[src/rtl/mem_port_arbiter_pkg.sv]
// Shared definitions for the memory port arbiter: requester tag encoding and default widths.
package mem_port_arbiter_pkg;

  localparam int ADDR_W_DEF     = 18;
  localparam int DATA_W_DEF     = 8;
  localparam int RD_LAT_DEF     = 2;
  localparam int STARVE_MAX_DEF = 8;

  typedef enum logic [1:0] {
    TAG_NONE = 2'd0,
    TAG_VGA  = 2'd1,
    TAG_HOST = 2'd2,
    TAG_ALG  = 2'd3
  } tag_e;

endpackage

[src/rtl/mem_port_arbiter_if.sv]
// Requester and memory-side signal bundle of the arbiter; slave = arbiter, master = requesters plus memory.
interface mem_port_arbiter_if
  import mem_port_arbiter_pkg::*;
#(
  parameter int ADDR_W = ADDR_W_DEF,
  parameter int DATA_W = DATA_W_DEF
);

  logic              vga_req;
  logic [ADDR_W-1:0] vga_addr;
  logic              vga_gnt;

  logic              host_req;
  logic              host_we;
  logic [ADDR_W-1:0] host_addr;
  logic [DATA_W-1:0] host_wdata;
  logic              host_gnt;

  logic              alg_req;
  logic              alg_we;
  logic [ADDR_W-1:0] alg_addr;
  logic [DATA_W-1:0] alg_wdata;
  logic              alg_gnt;

  logic [DATA_W-1:0] rdata;
  logic              vga_rvalid;
  logic              host_rvalid;
  logic              alg_rvalid;

  logic [ADDR_W-1:0] mem_addr;
  logic [DATA_W-1:0] mem_data;
  logic              mem_wren;
  logic [DATA_W-1:0] mem_q;

  modport slave (
    input  vga_req, vga_addr,
    input  host_req, host_we, host_addr, host_wdata,
    input  alg_req, alg_we, alg_addr, alg_wdata,
    input  mem_q,
    output vga_gnt, host_gnt, alg_gnt,
    output rdata, vga_rvalid, host_rvalid, alg_rvalid,
    output mem_addr, mem_data, mem_wren
  );

  modport master (
    output vga_req, vga_addr,
    output host_req, host_we, host_addr, host_wdata,
    output alg_req, alg_we, alg_addr, alg_wdata,
    output mem_q,
    input  vga_gnt, host_gnt, alg_gnt,
    input  rdata, vga_rvalid, host_rvalid, alg_rvalid,
    input  mem_addr, mem_data, mem_wren
  );

endinterface

[src/rtl/mem_port_arbiter_tag_pipe.sv]
// Read-owner tag shift pipeline; the last stage lines up with mem_q and steers it to the owning requester.
module arb_tag_pipe
  import mem_port_arbiter_pkg::*;
#(
  parameter int RD_LAT = RD_LAT_DEF,
  parameter int DATA_W = DATA_W_DEF
) (
  input  logic              clock,
  input  logic              reset_n,
  input  tag_e              tag_i,
  input  logic [DATA_W-1:0] mem_q_i,
  output logic              vga_rvalid_o,
  output logic              host_rvalid_o,
  output logic              alg_rvalid_o,
  output logic [DATA_W-1:0] rdata_o
);

  // Stage 0 tracks the cycle mem_addr is on the bus; stage RD_LAT tracks the cycle mem_q is valid.
  tag_e tag_q [RD_LAT+1];
  tag_e tag_out;

  always_ff @(posedge clock or negedge reset_n) begin
    if (!reset_n) begin
      for (int k = 0; k <= RD_LAT; k++) tag_q[k] <= TAG_NONE;
    end else begin
      tag_q[0] <= tag_i;
      for (int k = 1; k <= RD_LAT; k++) tag_q[k] <= tag_q[k-1];
    end
  end

  assign tag_out       = tag_q[RD_LAT];
  assign vga_rvalid_o  = (tag_out == TAG_VGA);
  assign host_rvalid_o = (tag_out == TAG_HOST);
  assign alg_rvalid_o  = (tag_out == TAG_ALG);
  assign rdata_o       = (tag_out != TAG_NONE) ? mem_q_i : '0;

endmodule

[src/rtl/mem_port_arbiter.sv]
// Three-way single-port image memory arbiter (VGA > host > alg) with registered memory command.
// Optional alg starvation guard enabled by defining ARB_STARVE_GUARD_EN.
module mem_port_arbiter
  import mem_port_arbiter_pkg::*;
#(
  parameter int ADDR_W     = ADDR_W_DEF,
  parameter int DATA_W     = DATA_W_DEF,
  parameter int RD_LAT     = RD_LAT_DEF,
  parameter int STARVE_MAX = STARVE_MAX_DEF
) (
  input logic               clock,
  input logic               reset_n,
  mem_port_arbiter_if.slave bus
);

  if (RD_LAT < 1 || RD_LAT > 4) begin : g_bad_rd_lat
    $error("RD_LAT must be in 1..4");
  end
  if (STARVE_MAX < 1 || STARVE_MAX > 15) begin : g_bad_starve_max
    $error("STARVE_MAX must fit the 4-bit starvation counter");
  end

  logic              vga_gnt;
  logic              host_gnt;
  logic              alg_gnt;
  logic              alg_force;

  logic [ADDR_W-1:0] mem_addr_q, mem_addr_d;
  logic [DATA_W-1:0] mem_data_q, mem_data_d;
  logic              mem_wren_q, mem_wren_d;
  tag_e              rd_tag_d;

  logic              vga_rvalid;
  logic              host_rvalid;
  logic              alg_rvalid;
  logic [DATA_W-1:0] rdata;

`ifdef ARB_STARVE_GUARD_EN
  localparam logic [3:0] STARVE_LIM = 4'(STARVE_MAX);

  logic [3:0] starve_q, starve_d;

  always_comb begin
    starve_d = starve_q;
    if (alg_gnt)
      starve_d = '0;
    else if (bus.alg_req && starve_q != 4'hF)
      starve_d = starve_q + 4'd1;
  end

  always_ff @(posedge clock or negedge reset_n) begin
    if (!reset_n) starve_q <= '0;
    else          starve_q <= starve_d;
  end

  assign alg_force = (starve_q >= STARVE_LIM);
`else
  assign alg_force = 1'b0;
`endif

  // Grants are combinational from req and registered state, and held low while in reset.
  always_comb begin
    vga_gnt  = 1'b0;
    host_gnt = 1'b0;
    alg_gnt  = 1'b0;
    if (reset_n) begin
      if (alg_force && bus.alg_req) alg_gnt  = 1'b1;
      else if (bus.vga_req)         vga_gnt  = 1'b1;
      else if (bus.host_req)        host_gnt = 1'b1;
      else if (bus.alg_req)         alg_gnt  = 1'b1;
    end
  end

  always_comb begin
    mem_addr_d = mem_addr_q;
    mem_data_d = mem_data_q;
    mem_wren_d = 1'b0;
    rd_tag_d   = TAG_NONE;
    if (vga_gnt) begin
      mem_addr_d = bus.vga_addr;
      rd_tag_d   = TAG_VGA;
    end else if (host_gnt) begin
      mem_addr_d = bus.host_addr;
      mem_data_d = bus.host_wdata;
      mem_wren_d = bus.host_we;
      rd_tag_d   = bus.host_we ? TAG_NONE : TAG_HOST;
    end else if (alg_gnt) begin
      mem_addr_d = bus.alg_addr;
      mem_data_d = bus.alg_wdata;
      mem_wren_d = bus.alg_we;
      rd_tag_d   = bus.alg_we ? TAG_NONE : TAG_ALG;
    end
  end

  always_ff @(posedge clock or negedge reset_n) begin
    if (!reset_n) begin
      mem_addr_q <= '0;
      mem_data_q <= '0;
      mem_wren_q <= 1'b0;
    end else begin
      mem_addr_q <= mem_addr_d;
      mem_data_q <= mem_data_d;
      mem_wren_q <= mem_wren_d;
    end
  end

  arb_tag_pipe #(
    .RD_LAT (RD_LAT),
    .DATA_W (DATA_W)
  ) u_tag_pipe (
    .clock         (clock),
    .reset_n       (reset_n),
    .tag_i         (rd_tag_d),
    .mem_q_i       (bus.mem_q),
    .vga_rvalid_o  (vga_rvalid),
    .host_rvalid_o (host_rvalid),
    .alg_rvalid_o  (alg_rvalid),
    .rdata_o       (rdata)
  );

  assign bus.vga_gnt     = vga_gnt;
  assign bus.host_gnt    = host_gnt;
  assign bus.alg_gnt     = alg_gnt;
  assign bus.mem_addr    = mem_addr_q;
  assign bus.mem_data    = mem_data_q;
  assign bus.mem_wren    = mem_wren_q;
  assign bus.vga_rvalid  = vga_rvalid;
  assign bus.host_rvalid = host_rvalid;
  assign bus.alg_rvalid  = alg_rvalid;
  assign bus.rdata       = rdata;

endmodule

[src/flat_wrapper.sv]
// flat-port wrapper written by rule: the top's interface ports become plain ports
module mem_port_arbiter_flat import mem_port_arbiter_pkg::*;
#(
  parameter int ADDR_W     = ADDR_W_DEF,
  parameter int DATA_W     = DATA_W_DEF,
  parameter int RD_LAT     = RD_LAT_DEF,
  parameter int STARVE_MAX = STARVE_MAX_DEF
)
  (clock, reset_n, bus_vga_req, bus_vga_addr, bus_host_req, bus_host_we, bus_host_addr, bus_host_wdata, bus_alg_req, bus_alg_we, bus_alg_addr, bus_alg_wdata, bus_mem_q, bus_vga_gnt, bus_host_gnt, bus_alg_gnt, bus_rdata, bus_vga_rvalid, bus_host_rvalid, bus_alg_rvalid, bus_mem_addr, bus_mem_data, bus_mem_wren);
  mem_port_arbiter_if #(.ADDR_W(ADDR_W), .DATA_W(DATA_W)) bus_i ();
  input logic clock;
  input logic reset_n;
  input wire logic [$bits(bus_i.vga_req)-1:0] bus_vga_req;
  input wire logic [$bits(bus_i.vga_addr)-1:0] bus_vga_addr;
  input wire logic [$bits(bus_i.host_req)-1:0] bus_host_req;
  input wire logic [$bits(bus_i.host_we)-1:0] bus_host_we;
  input wire logic [$bits(bus_i.host_addr)-1:0] bus_host_addr;
  input wire logic [$bits(bus_i.host_wdata)-1:0] bus_host_wdata;
  input wire logic [$bits(bus_i.alg_req)-1:0] bus_alg_req;
  input wire logic [$bits(bus_i.alg_we)-1:0] bus_alg_we;
  input wire logic [$bits(bus_i.alg_addr)-1:0] bus_alg_addr;
  input wire logic [$bits(bus_i.alg_wdata)-1:0] bus_alg_wdata;
  input wire logic [$bits(bus_i.mem_q)-1:0] bus_mem_q;
  output wire logic [$bits(bus_i.vga_gnt)-1:0] bus_vga_gnt;
  output wire logic [$bits(bus_i.host_gnt)-1:0] bus_host_gnt;
  output wire logic [$bits(bus_i.alg_gnt)-1:0] bus_alg_gnt;
  output wire logic [$bits(bus_i.rdata)-1:0] bus_rdata;
  output wire logic [$bits(bus_i.vga_rvalid)-1:0] bus_vga_rvalid;
  output wire logic [$bits(bus_i.host_rvalid)-1:0] bus_host_rvalid;
  output wire logic [$bits(bus_i.alg_rvalid)-1:0] bus_alg_rvalid;
  output wire logic [$bits(bus_i.mem_addr)-1:0] bus_mem_addr;
  output wire logic [$bits(bus_i.mem_data)-1:0] bus_mem_data;
  output wire logic [$bits(bus_i.mem_wren)-1:0] bus_mem_wren;
  assign bus_i.vga_req = bus_vga_req;
  assign bus_i.vga_addr = bus_vga_addr;
  assign bus_i.host_req = bus_host_req;
  assign bus_i.host_we = bus_host_we;
  assign bus_i.host_addr = bus_host_addr;
  assign bus_i.host_wdata = bus_host_wdata;
  assign bus_i.alg_req = bus_alg_req;
  assign bus_i.alg_we = bus_alg_we;
  assign bus_i.alg_addr = bus_alg_addr;
  assign bus_i.alg_wdata = bus_alg_wdata;
  assign bus_i.mem_q = bus_mem_q;
  assign bus_vga_gnt = bus_i.vga_gnt;
  assign bus_host_gnt = bus_i.host_gnt;
  assign bus_alg_gnt = bus_i.alg_gnt;
  assign bus_rdata = bus_i.rdata;
  assign bus_vga_rvalid = bus_i.vga_rvalid;
  assign bus_host_rvalid = bus_i.host_rvalid;
  assign bus_alg_rvalid = bus_i.alg_rvalid;
  assign bus_mem_addr = bus_i.mem_addr;
  assign bus_mem_data = bus_i.mem_data;
  assign bus_mem_wren = bus_i.mem_wren;
  mem_port_arbiter #(.ADDR_W(ADDR_W), .DATA_W(DATA_W), .RD_LAT(RD_LAT), .STARVE_MAX(STARVE_MAX)) u_core (.clock(clock), .reset_n(reset_n), .bus(bus_i));
endmodule
[config.mk]
export PLATFORM = sky130hd
export DESIGN_NAME = mem_port_arbiter_flat
export DESIGN_NICKNAME = d
export VERILOG_FILES = /design/src/rtl/mem_port_arbiter_pkg.sv /design/src/rtl/mem_port_arbiter_if.sv /design/src/rtl/mem_port_arbiter_tag_pipe.sv /design/src/rtl/mem_port_arbiter.sv /design/src/flat_wrapper.sv
export SDC_FILE = /design/constraint.sdc
export NUM_CORES = 1
export LEC_CHECK = 0
export BUFFER_PORTS_ARGS = -buffer_cell sky130_fd_sc_hd__buf_2
export CELL_PAD_IN_SITES_DETAIL_PLACEMENT = 1
export CELL_PAD_IN_SITES_GLOBAL_PLACEMENT = 2
export CORE_MARGIN = 4
export CORE_UTILIZATION = 23
export CTS_CLUSTER_DIAMETER = 200
export CTS_CLUSTER_SIZE = 28
export DETAILED_ROUTE_END_ITERATION = 8
export HOLD_SLACK_MARGIN = 0.12
export PLACE_DENSITY_LB_ADDON = 0.1
export SYNTH_ARGS = -nofsm -noshare
export SYNTH_HDL_FRONTEND = slang
export SYNTH_HIERARCHICAL = 1
export SYNTH_SLANG_ARGS = --single-unit
[constraint.sdc]
create_clock -name clock -period 1.18 [get_ports clock]
set_input_delay 0.118 -clock clock [delete_from_list [all_inputs] [get_ports clock]]
set_output_delay 0.118 -clock clock [all_outputs]
set_load 0.02 [all_outputs]
# Word level (Yosys, flattened, before mapping)
# Cells that the tools add are included.
# W data, S select, Z words.
# word_totals
ramBits	0
latch_bits	0
wordCells	37
memories	0
out_inout_bits	41
ff_bits	33
in_bits	85
romBits	0
# classes
n_mul	0
muxes	23
n_shift	0
n_eq_ne	3
n_lt_le_gt_ge	0
reduce_logical	4
n_bitwise	1
n_addsub	0
div	0
# ops
op	n
$mux W18	3
$mux W8	3
$mux W1	12
$mux W2	5
$eq A2 B2 Y1 const B	2
$reduce_bool A2 Y1	2
$reduce_bool A3 Y1	1
$eq A2 B1 Y1 const B	1
$reduce_and A2 Y1	1
$not A1 Y1	1

# Depth between registers and ports, before layout
# Gate-level depths: netlist (run 1).
# logic_depth
depth_word	7
depth_mapped	5
ltp_nobuf	3

# Hierarchy
# Netlist (run 1), hierarchy kept.
# by_module_without_submodules
module	area_each_um2	seq_area_each_um2	n_inst	cells_per_inst
mem_port_arbiter	1442.6	675.6	1	145
arb_tag_pipe	245.2	150.1	1	19

# Worst setup path before layout (run 1)
# No wires, ideal clock.
# synth_path
path_kind	input port to flip-flop
startpoint	input bus_vga_req
endpoint	register u_core.mem_data_q[0], in the netlist u_core/bus.mem_data[0]
setup_time_ns	0.125
t_arrival_ns	0.821
setup_slack_ns	0.234
stages	3
n_path_buf	0
required_ns	1.055
path_cell_list	nand2b_4 -> nor2_4 -> mux2_2
# synth_between
elab_chain_cells	4
word_cells_on_any_way	10
classes_between	7 x mux; 1 x bitwise; 2 x reduce/logical
# synth_rtl
element	line_no	rtl
from (decl)	flat_wrapper.sv:13	input wire logic [$bits(bus_i.vga_req)-1:0] bus_vga_req;
$mux W1	mem_port_arbiter.sv:68	else if (bus.vga_req) vga_gnt = 1'b1;
$mux W1	mem_port_arbiter.sv:66	if (reset_n) begin
$reduce_bool A2 Y1 (no line) / $not A1 Y1 (equally long branches)	--	
$reduce_and A2 Y1 (no line)	--	
to (signal assigned)	mem_port_arbiter.sv:102	mem_data_q <= mem_data_d;
to (decl)	mem_port_arbiter.sv:29	logic [DATA_W-1:0] mem_data_q, mem_data_d;
# Several ways; a longest one is shown, not always the timed one.
# A chain may end at the register's enable or synchronous reset.

# Final worst setup path (run 1)
# layout_path
startpoint	register u_core.u_tag_pipe.tag_q, in the netlist u_core/u_tag_pipe/tag_out[0]
endpoint	output bus_rdata[0]
# layout_between
elab_chain_cells	2
# layout_rtl
element	line_no	rtl
from (decl)	mem_port_arbiter_tag_pipe.sv:19	tag_e tag_q [RD_LAT+1];
$reduce_bool A2 Y1	mem_port_arbiter_tag_pipe.sv:35	assign rdata_o = (tag_out != TAG_NONE) ? mem_q_i : '0;
$mux W8	mem_port_arbiter_tag_pipe.sv:35	
to (decl)	flat_wrapper.sv:27	output wire logic [$bits(bus_i.rdata)-1:0] bus_rdata;
# Every way passes these cells.

==> summary.md, run 1 <==
| Metric | Value |
|---|---|
| M1 GR Usage | 0.174 |
| Status | finished with violations |
| Worst path cell trace | o21a_1 > buf_2 |
| Pins Over Slew Limit | 0 |
| H-Tree Depth | 2 |
| Worst IR drop on VDD | 0.455 mV |
| Die Width | 93.7 um |
| IO Pins | 126 |
| Internal power | 2.19 mW |
| Final min period | 1.24 ns |
| Number of global-route vias before repair | 2019 |
| TritonCTS clock tree | built |
| Pleak | 1.35 nW |
| Via density | 4.57 |
| Post-synth EDFFs | 0 |
| Die ar. | 0.00877 mm^2 |
| Sequential share of power | 0.423 |
| Remaining antenna violation count after routing | 0 |
| Overall power | 3.19 mW |
| Switching part of the total | 0.314 |
| Row count | 30 |
| Critical Path End Type | output port |
| Post-synth top area cell | dfrtp_1 |
| Residual DRC | 0 |
| CP max-delay cell | dfrtp_2 |
| Pwr/cell area | 1150 mW/mm^2 |
| Synth Area per Inst | 10.3 um^2 |
| Fmax | 807 MHz |
| GRT Total Usage | 0.139 |
| Hold-fix buffers at CTS | 20 |
| Sequential fraction of the synthesis area | 0.489 |
| CP top delay family | flip-flops |
| Die H | 93.7 um |
| Largest net degree at the start of global routing | 54 |
| Postcts setup bufs | 0 |
| Met3 usage | 0.0385 |
| FF+latch count, synth | 33 |
| Final setup fails | 10 |
| CP startpoint kind | flip-flop |
| RSZ-0062 raised after global routing | true |
| Worst Path Required | 1.06 ns |
| RePlAce Congestion | 0.699 |
| First drt pass iteration count | 4 |
| MaxCap Viol Count | 0 |
| CTS buffer count | 5 |
| Mapped cell area | 0.00169 mm^2 |
| Synth top area cells | dfrtp_1 49%, mux2_2 11%, o221ai_1 9.3% |
| Final period utilization | 1.05 |
| Crit Path Category | reg2out |
| Gr busiest metal | met2 |
| Most frequent cells after synthesis | 33 x dfrtp_1, 21 x nor2_1, 19 x nand2_1 |
| Hpwl dp | 4.54 mm |
| First-pass GRT wire length | 9.76 mm |
| NetSw | 1.00 mW |
| PnR worst setup slack | -0.0591 ns |
| CORE AREA | 0.00694 mm^2 |
| Diodes inserted | 0 |
| DRT Wirelength | 6.16 mm |
| Vias post-DR | 1874 |
| Clk Latency, worst-skew pair | 0.28 ns |
| Violations in the final reports | negative hold slack, negative setup slack |
| Congestion Overflow GR | 0 |
| Post-synth top area share | 0.489 |
| Share of layout cells above drive strength 1 | 0.522 |
| Antenna violations before repair | 0 |
| Most frequent cell after synthesis | dfrtp_1 |
| CTS clk-pin slew, worst paths | 0.06 ns |
| Syn nets | 249 |
| Clock Sink Count | 33 |
| Post-placement setup slack | 0.00674 ns |
| Clock Tree Root | clkbuf_8 |
| Unique masters post-synth | 26 |
| Max Clock Skew | 0.000283 ns |
| Longest Clk Path Bufs | 2 |
| Initial detailed-routing violation count | 27 |
| Fin util | 0.399 |
| Worst hold path type | in2async |
| Number of nets in the layout | 399 |
| Logic pwr share | 0.305 |
| Critical Path Fanout Max | 11 |
| Async SR Flop Fraction | 1.00 |
| Initial core utilization | 0.243 |
| Worst EP arrival | 1.12 ns |
| Cell count after synthesis | 164 |
| Cells after DPL | 383 |
| Clock power share | 0.272 |
| Final Hold Violating Endpoints | 33 |
| Critical path buffer and inverter count | 1 |
| Slowest stage delay, CP | 0.47 ns |
| Yosys warns | 6 |
| Hold Slack | -0.111 ns |
| WL/cell | 15.0 um |
| Non-filler cells in the finished layout | 410 |
| Port Buffers | 125 |
| Global routing usage on met2 | 0.238 |
| Top_reg_cell synth | dfrtp_1 |
| Area grow syn2layout | 64.2% |
| Slew @ Worst Pin | 0.422 ns |
| Slew margin rel. | 0.718 |
-- per-stage QoR --
| step | cell area (um^2) | TNS, ns |
|---|---|---|
| after CTS | 2760 | -0.613 |
| final | 2770 | -0.373 |
| after floorplan | 1690 | 0 |
| after global placement | 2460 | 0 |
| after detailed placement | 2460 | 0 |
| after global routing | 2770 | -0.927 |
-- layer usage --
metal,part of all wire,wire length [um]
met4,0.0096,59
met5,0,0
met3,0.077,477
met2,0.48,2950
met1,0.43,2670
-- sequential cells by signal, indices dropped and copies added, names as in the netlist --
signal                     cells
u_core/bus.mem_addr           18
u_core/bus.mem_data            8
u_core/u_tag_pipe/tag_q        4
u_core/u_tag_pipe/tag_out      2
u_core/bus.mem_wren            1
-- path summary, 6_finish.rpt --
check,slack [ns],endpoint,cells after the start,from
worst max-delay path,-0.06,bus_rdata[0],2,u_core/u_tag_pipe/tag_out[0]$_DFF_PN0_
worst min-delay path,-0.11,u_core/u_tag_pipe/tag_q[3]$_DFF_PN0_,2,reset_n
worst max register to register,0.43,u_core/bus.mem_data[1]$_DFFE_PN0P_,1,u_core/bus.mem_data[1]$_DFFE_PN0P_
worst min register to register,0.35,u_core/u_tag_pipe/tag_q[2]$_DFF_PN0_,0,u_core/u_tag_pipe/tag_q[4]$_DFF_PN0_
max in group asynchronous,1.05,u_core/bus.mem_data[7]$_DFFE_PN0P_,2,reset_n
min in group clock,0.15,u_core/bus.mem_wren$_DFF_PN0_,3,bus_alg_req
-- logic make-up (layout without fill, tap and decap cells) --
logic type | Yosys count | after routing | share of synthesized area
flip-flops | 33 | 33 | 0.489
buffers and inverters | 17 | 167 | 0.0586
multiplexers | 16 | 16 | 0.107
AND/OR/NAND/NOR | 49 | 49 | 0.130
AO/OA/AOI/OAI | 49 | 49 | 0.216
-- power by group through the flow --
| stage | Combinational [mW] | Sequential, mW | Clock (mW) |
|---|---|---|---|
| after floorplan | 0.337 | 1.53 | 0 |
| after global placement | 0.923 | 1.37 | 0 |
| after detailed placement | 0.931 | 1.37 | 0 |
| after CTS | 0.989 | 1.35 | 0.916 |
| after global routing | 1.06 | 1.37 | 0.961 |
| final | 0.975 | 1.35 | 0.868 |
-- cells in the final DEF, fill, tap and decap left out, types with 6 or more instances in the layout --
cell type,netlist,routed
buf_2,7,121
dfrtp_1,33,31
nor2_1,21,21
dlygate4sd3_1,0,20
nand2_1,19,19
o221ai_1,18,18
a31oi_1,18,18
mux2_2,16,16
buf_4,3,11
o21a_1,8,8
clkbuf_8,0,6
-- layout make-up --
class	count	area [um^2]
Multi-Input combinational cell	114	763
Timing Repair Buffer	157	962
Sequential cell	33	828
Tap cell	96	120
Inverter	3	11.3
Clock buffer	7	86.3
Fill cell	838	4170
-- timing repair --
action / in CTS / in global routing
setup endpoints to repair: 11 / 11
hold endpoints to repair: 53 / 33
resized for setup: 4 / 5
Note: power is estimated with default switching activity, not from simulation.
==> run 2: changes to the inputs <==
--- a/config.mk
+++ b/config.mk
@@ -6,6 +6,7 @@
 export NUM_CORES = 1
 export LEC_CHECK = 0
 export BUFFER_PORTS_ARGS = -buffer_cell sky130_fd_sc_hd__buf_2
+export CAP_MARGIN = 20
 export CELL_PAD_IN_SITES_DETAIL_PLACEMENT = 1
 export CELL_PAD_IN_SITES_GLOBAL_PLACEMENT = 2
 export CORE_MARGIN = 4
@@ -14,7 +15,7 @@
 export CTS_CLUSTER_SIZE = 28
 export DETAILED_ROUTE_END_ITERATION = 8
 export HOLD_SLACK_MARGIN = 0.12
-export PLACE_DENSITY_LB_ADDON = 0.1
+export PLACE_DENSITY = 0.87
 export SYNTH_ARGS = -nofsm -noshare
 export SYNTH_HDL_FRONTEND = slang
 export SYNTH_HIERARCHICAL = 1
==> summary.md, run 2 (synthesized netlist as in run 1, its figures left out) <==
| Metric | Value |
|---|---|
| RSZ-0062 raised after global routing | true |
| Share of layout cells above drive strength 1 | 0.519 (-0.00343) |
| Final setup fails | 10 (unchanged) |
| Slew @ Worst Pin | 0.443 ns (+0.0203 ns) |
| Violations in the final reports | negative setup slack |
| Initial core utilization | 0.243 (unchanged) |
| Postcts setup bufs | 0 (unchanged) |
| CP startpoint kind | flip-flop |
| Switching part of the total | 0.314 (-0.000729) |
| Commonest non-fill, non-tap cell in the layout | buf_2 |
| Internal power | 2.26 mW (+3.4%) |
| Vias post-DR | 1914 (+2.1%) |
| Via density | 4.62 (+1.1%) |
| Port Buffers | 125 (unchanged) |
| WL/cell | 15.9 um (+5.9%) |
| Worst EP arrival | 1.13 ns (about the same) |
| Final TNS setup | -0.449 ns (-0.0757 ns) |
| Diodes inserted | 0 (unchanged) |
| Die ar. | 0.00877 mm^2 (unchanged) |
| Multi-input gate area | 763 um^2 (unchanged) |
| Post-placement setup slack | 0.000730 ns (-0.00601 ns) |
| Number of global-route vias before repair | 2024 (+0.25%) |
| Row count | 30 (unchanged) |
| PnR worst setup slack | -0.0666 ns (-0.00751 ns) |
| CORE AREA | 0.00694 mm^2 (unchanged) |
| Max Clock Skew | 0.00295 ns (+0.00267 ns) |
| Worst Path Required | 1.06 ns (about the same) |
| Non-filler cells in the finished layout | 414 (+0.98%) |
| Area grow syn2layout | 67.4% |
| First drt pass iteration count | 4 (unchanged) |
| Slew margin rel. | 0.704 (-0.0141) |
| NetSw | 1.03 mW (+3.0%) |
| Clock power share | 0.288 (+0.016) |
| Status | finished with violations |
| Antenna violations before repair | 0 (unchanged) |
| Number of nets in the layout | 402 (+0.75%) |
| Logic pwr share | 0.302 (-0.003) |
| Final min period | 1.25 ns (+0.00751 ns) |
| Clock Sink Count | 33 (unchanged) |
| Fmax | 802 MHz (-0.60%) |
| Most frequent cells in the layout | 122 x buf_2, 31 x dfrtp_1, 24 x dlygate4sd3_1 |
| Cells after DPL | 382 (-0.26%) |
| Remaining antenna violation count after routing | 0 (unchanged) |
| Number of fillers in the final layout | 837 (-0.12%) |
| Die H | 93.7 um (unchanged) |
| Overall power | 3.30 mW (+3.2%) |
| Clk Latency, worst-skew pair | 0.28 ns (about the same) |
| GRT Total Usage | 0.147 (+0.00822) |
| Pleak | 1.38 nW (+1.9%) |
| Congestion Overflow GR | 0 (unchanged) |
| Worst IR drop on VDD | 0.496 mV (+8.9%) |
| TritonCTS clock tree | built |
| Critical Path End Type | output port |
| Crit Path Category | reg2out |
| Max reg flops | 18 (unchanged) |
| MaxCap Viol Count | 0 (unchanged) |
| Critical Path Fanout Max | 11 (unchanged) |
| Largest net degree at the start of global routing | 23 (-57%) |
| Final Hold Violating Endpoints | 0 (-100%) |
| RePlAce Congestion | 0.687 (-1.8%) |
| Pins Over Slew Limit | 0 (unchanged) |
| Residual DRC | 0 (unchanged) |
| Die Width | 93.7 um (unchanged) |
| H-Tree Depth | 2 (unchanged) |
| Sequential share of power | 0.410 (-0.013) |
| Reg area | 828 um^2 (unchanged) |
| IO Pins | 126 (unchanged) |
| Fin util | 0.407 (+0.00775) |
| DRT Wirelength | 6.59 mm (+7.0%) |
| Final period utilization | 1.06 (+0.00636) |
| First-pass GRT wire length | 9.97 mm (+2.2%) |
| Pwr/cell area | 1170 mW/mm^2 (+1.3%) |
| Worst hold path type | in2reg |
| Longest Clk Path Bufs | 2 (unchanged) |
| CTS buffer count | 5 (unchanged) |
| Initial detailed-routing violation count | 23 (-15%) |
| CTS clk-pin slew, worst paths | 0.06 ns (about the same) |
| Clock Tree Root | clkbuf_8 |
| Hpwl dp | 4.78 mm (+5.3%) |
[run 2: worst max-delay path, stage by stage (launching register included)]
cell	delay, ns
dfrtp_2	0.47
o21a_1	0.22
buf_2	0.16
[run 2: layout make-up]
| cell class | count | share of cell area |
|---|---|---|
| inverter | 3 | 0.00399 |
| clock buffer | 7 | 0.0341 |
| multi-input combinational | 114 | 0.270 |
| clock inverter | 1 | 0.00177 |
| tap | 96 | 0.0425 |
| sequential | 33 | 0.293 |
| timing repair buffer | 160 | 0.354 |
[run 2: per-stage QoR]
step	hold slack, ns	cell area, um^2
after CTS	0.124	2820
after floorplan	-0.178	1690
after global routing	0.131	2830
final	0.134	2830
after global placement	0.125	2470
after detailed placement	0.127	2470
[run 2: power by group through the flow]
stage | clock network, mW | logic, mW | registers (mW)
finish | 0.948 | 0.994 | 1.35
global route | 1.04 | 1.08 | 1.37
CTS | 0.988 | 1.00 | 1.36
detailed placement | 0 | 0.939 | 1.38
global placement | 0 | 0.917 | 1.37
floorplan | 0 | 0.337 | 1.53
[run 2: final timing paths]
kind	slack, ns	startpoint	endpoint	cells past startpoint
worst max-delay path	-0.07	u_core/u_tag_pipe/tag_out[0]$_DFF_PN0_	bus_rdata[7]	2
worst min-delay path	0.13	bus_alg_we	u_core/u_tag_pipe/tag_q[5]$_DFF_PN0_	3
worst max register to register	0.41	u_core/bus.mem_data[6]$_DFFE_PN0P_	u_core/bus.mem_data[6]$_DFFE_PN0P_	1
worst min register to register	0.35	u_core/u_tag_pipe/tag_q[2]$_DFF_PN0_	u_core/u_tag_pipe/tag_out[0]$_DFF_PN0_	0
max in group asynchronous	0.16	reset_n	u_core/u_tag_pipe/tag_out[0]$_DFF_PN0_	4
min in group asynchronous	0.41	reset_n	u_core/bus.mem_data[0]$_DFFE_PN0P_	3
[run 2: repair_timing]
action | 4_1_cts | 5_1_grt
resized for setup | 4 | 3
gates cloned | 0 | 0
endpoints found under the setup margin | 11 | 11
hold buffers | 24 | 0
endpoints found under the hold margin | 49 | 0
[run 2: layer usage]
metal  vias to the layer above  GRT usage  share of wire
met5                         -          0              0
met4                         0     0.0566          0.017
met3                        10     0.0481          0.091
met2                        82      0.272           0.51
met1                       910      0.154           0.38
li1                        912          -              -
==> run 3: changes to the inputs <==
--- a/config.mk
+++ b/config.mk
@@ -5,17 +5,18 @@
 export SDC_FILE = /design/constraint.sdc
 export NUM_CORES = 1
 export LEC_CHECK = 0
+export ABC_AREA = 1
 export BUFFER_PORTS_ARGS = -buffer_cell sky130_fd_sc_hd__buf_2
 export CAP_MARGIN = 20
 export CELL_PAD_IN_SITES_DETAIL_PLACEMENT = 1
 export CELL_PAD_IN_SITES_GLOBAL_PLACEMENT = 2
-export CORE_MARGIN = 4
-export CORE_UTILIZATION = 23
+export CORE_UTILIZATION = 22
 export CTS_CLUSTER_DIAMETER = 200
 export CTS_CLUSTER_SIZE = 28
 export DETAILED_ROUTE_END_ITERATION = 8
 export HOLD_SLACK_MARGIN = 0.12
 export PLACE_DENSITY = 0.87
+export SLEW_MARGIN = 40
 export SYNTH_ARGS = -nofsm -noshare
 export SYNTH_HDL_FRONTEND = slang
 export SYNTH_HIERARCHICAL = 1
==> summary.md, run 3 <==
| Metric | Value |
|---|---|
| Status | finished with violations |
| Violations in the final reports | negative hold slack, negative setup slack |
| Commonest non-fill, non-tap cell in the layout | buf_2 |
| Worst IR drop on VDD | 0.394 mV (-20%) |
| CTS buffer count | 5 (unchanged) |
| Critical Path Fanout Max | 8 (-3) |
| Die Width | 94.1 um (+0.42%) |
| Met3 usage | 0.0405 (-0.00762) |
| GRT Total Usage | 0.155 (+0.00728) |
| Post-synth EDFFs | 0 (unchanged) |
| Worst Path Required | 1.06 ns (about the same) |
| Crit path capture | bus_rdata[1] |
| Number of global-route vias before repair | 2213 (+9.3%) |
| Area grow syn2layout | 58.6% |
| Final setup fails | 10 (unchanged) |
| Cell count after synthesis | 256 (+56%) |
| Clock Sink Count | 33 (unchanged) |
| Cells after DPL | 483 (+26%) |
| Diodes inserted | 0 (unchanged) |
| Final period utilization | 1.06 (+0.00688) |
| First-pass GRT wire length | 10.6 mm (+6.0%) |
| CTS clk-pin slew, worst paths | 0.08 ns (+0.02 ns) |
| Syn nets | 341 (+37%) |
| Residual DRC | 0 (unchanged) |
| Reg2reg start | u_core/bus.mem_addr[12]$_DFFE_PN0P_ |
| Pleak | 1.67 nW (+22%) |
| Overall power | 3.56 mW (+7.9%) |
| TritonCTS clock tree | built |
| Post-synth top area share | 0.443 (-0.0463) |
| Post-DP Area | 0.00270 mm^2 (+9.5%) |
| Crit Path Category | reg2out |
| Largest family of logic cells by synthesized area | simple AND/OR/NAND/NOR gates |
| CP startpoint kind | flip-flop |
| Post-synth top area cell | dfrtp_1 |
| M1 GR Usage | 0.191 (+0.0375) |
| Fmax | 797 MHz (-0.65%) |
| Most frequent cell after synthesis | nand2_1 |
| IO Pins | 126 (unchanged) |
| Non-filler cells in the finished layout | 502 (+21%) |
| WL/cell | 13.1 um (-18%) |
| Adder-cell share of the synthesized area | 0 (unchanged) |
| Max Clock Skew | 0.00485 ns (+0.00190 ns) |
| Post-placement setup slack | 0.0598 ns (+0.0591 ns) |
| Worst r2r dst | u_core/bus.mem_addr[12]$_DFFE_PN0P_ |
| Async SR Flop Fraction | 1.00 (unchanged) |
| Xor and xnor area share after synthesis | 0 (unchanged) |
| Number of nets in the layout | 481 (+20%) |
| Sequential fraction of the synthesis area | 0.443 (-0.0463) |
| MaxCap Viol Count | 0 (unchanged) |
| Longest Clk Path Bufs | 2 (unchanged) |
| Vias post-DR | 2197 (+15%) |
| R2R Setup Slk | 0.56 ns (+0.15 ns) |
| Critical Path End Type | output port |
| Number of fillers in the final layout | 1044 (+25%) |
| PnR worst setup slack | -0.0747 ns (-0.00811 ns) |
| Post-synthesis simple-gate area fraction | 0.443 (+0.313) |
| RePlAce Congestion | 0.694 (+1.0%) |
| Fin util | 0.360 (-0.0470) |
| Max reg flops | 18 (unchanged) |
| Die ar. | 0.00885 mm^2 (+0.83%) |
| Pins Over Slew Limit | 0 (unchanged) |
| Most frequent cells in the layout | 119 x buf_2, 75 x nand2_1, 37 x nand3_1 |
| Top_reg_cell synth | dfrtp_1 |
| Port Buffers | 125 (unchanged) |
| Antenna violations before repair | 0 (unchanged) |
| Initial detailed-routing violation count | 46 (+100%) |
| Row count | 33 (+10%) |
| Slew @ Worst Pin | 0.260 ns (-0.182 ns) |
| Synth top area cells | dfrtp_1 44%, nand2_1 15%, nand3_1 9.9% |
| Final TNS setup | -0.563 ns (-0.114 ns) |
| Pwr/cell area | 1200 mW/mm^2 (+3.1%) |
| DRT Wirelength | 6.57 mm (-0.35%) |
| Crit path from | u_core/u_tag_pipe/tag_out[0]$_DFF_PN0_ |
| Final Hold Violating Endpoints | 33 (+33) |
| Hold Slack | -0.136 ns (-0.270 ns) |
| Multi-input gate area | 907 um^2 (+19%) |
| Gr busiest metal | met2 |
| Mapped cell area | 0.00186 mm^2 (+10%) |
| Yosys warns | 6 (unchanged) |
| R2R cell count | 2 (+1) |
| Global routing usage on met2 | 0.262 (-0.0106) |
| Initial core utilization | 0.227 (-0.0162) |
| FF+latch count, synth | 33 (unchanged) |
| Worst EP arrival | 1.14 ns (about the same) |
| Clock Tree Root | clkbuf_8 |
| Compound-gate portion of the synthesized area | 0.0396 (-0.176) |
| Post-synthesis mux area share | 0 (-0.107) |
| Final min period | 1.25 ns (+0.00811 ns) |
| Die H | 94.1 um (+0.42%) |
| Hold-fix buffers at CTS | 10 (-58%) |
| Clk Latency, worst-skew pair | 0.29 ns (about the same) |
| H-Tree Depth | 2 (unchanged) |
| Via density | 4.38 (-5.3%) |
| Remaining antenna violation count after routing | 0 (unchanged) |
| Largest net degree at the start of global routing | 52 (+130%) |
| Share of layout cells above drive strength 1 | 0.431 (-0.0881) |
| Most frequent cells after synthesis | 75 x nand2_1, 37 x nand3_1, 33 x dfrtp_1 |
| CORE AREA | 0.00822 mm^2 (+18%) |
| Congestion Overflow GR | 0 (unchanged) |
| Slew margin rel. | 0.826 (+0.122) |
| Reg area | 827 um^2 (-0.15%) |
| First drt pass iteration count | 6 (+2) |
| Hpwl dp | 4.99 mm (+4.5%) |
| Unique masters post-synth | 20 (-23%) |
| Synth Area per Inst | 7.28 um^2 (-29%) |
| RSZ-0062 raised after global routing | true |
| Worst hold path type | in2async |
| Final instance area | 0.00296 mm^2 (+4.7%) |
-- run 3: changes by cell type in the layout (fill, tap and decap cells not counted), sizes merged, moves of 8 or more --
cell / change
o21a: -8
o21ai: +9
inv: +15
or2: +18
o221ai: -18
nand2: +57
nand4: +18
nand3: +36
mux2: -16
nor2: +8
a31oi: -18
dlygate4sd3: -14
-- run 3: layer usage --
layer	up-vias	wire (um)
li1	1104	-
met1	1009	2860
met2	73	3160
met3	11	430
met4	0	110
met5	-	0
-- run 3: cells by family (layout without fill, tap and decap cells) --
kind of cell	after synthesis	after routing
flip-flops	33	33
buffers and inverters	32	173
AND/OR/NAND/NOR	179	179
AO/OA/AOI/OAI	12	12
-- run 3: repair_timing --
item | in CTS | in global routing
setup endpoints to repair | 8 | 11
hold endpoints to repair | 43 | 33
resized for setup | 5 | 5
pin swaps | 4 | 1
buffers inserted | 1 | 0
cloned | 0 | 0
-- run 3: worst min-delay path by stage --
stage / endpoint / depth (start not counted) / slack [ns] / start
after detailed placement: u_core/bus.mem_addr[13]$_DFFE_PN0P_ / 2 / 0.20 / reset_n
final: u_core/bus.mem_addr[13]$_DFFE_PN0P_ / 2 / -0.14 / reset_n
after floorplan: u_core/bus.mem_addr[0]$_DFFE_PN0P_ / 0 / -0.18 / reset_n
after global routing: u_core/bus.mem_addr[13]$_DFFE_PN0P_ / 2 / -0.12 / reset_n
after CTS: u_core/bus.mem_addr[13]$_DFFE_PN0P_ / 2 / -0.12 / reset_n
after global placement: u_core/bus.mem_addr[10]$_DFFE_PN0P_ / 2 / 0.19 / reset_n
-- run 3: cell type report --
| type | instances | share of cell area |
|---|---|---|
| Multi-Input combinational cell | 191 | 0.307 |
| Timing Repair Buffer | 148 | 0.306 |
| Sequential cell | 33 | 0.280 |
| Tap cell | 105 | 0.0444 |
| Clock buffer | 6 | 0.0279 |
| Inverter | 17 | 0.0224 |
| Clock inverter | 2 | 0.0127 |
-- run 3: critical path, stage by stage (launching register included) --
cell     delay (ns)
dfrtp_1        0.42
nor2_4         0.20
nor2_1         0.07
buf_4          0.16
-- run 3: report_power, final --
group	total [mW]	switching, mW	internal, mW
logic	1.06	0.628	0.437
registers	1.37	0.0825	1.29
clock network	1.12	0.435	0.687
total	3.56	1.14	2.41
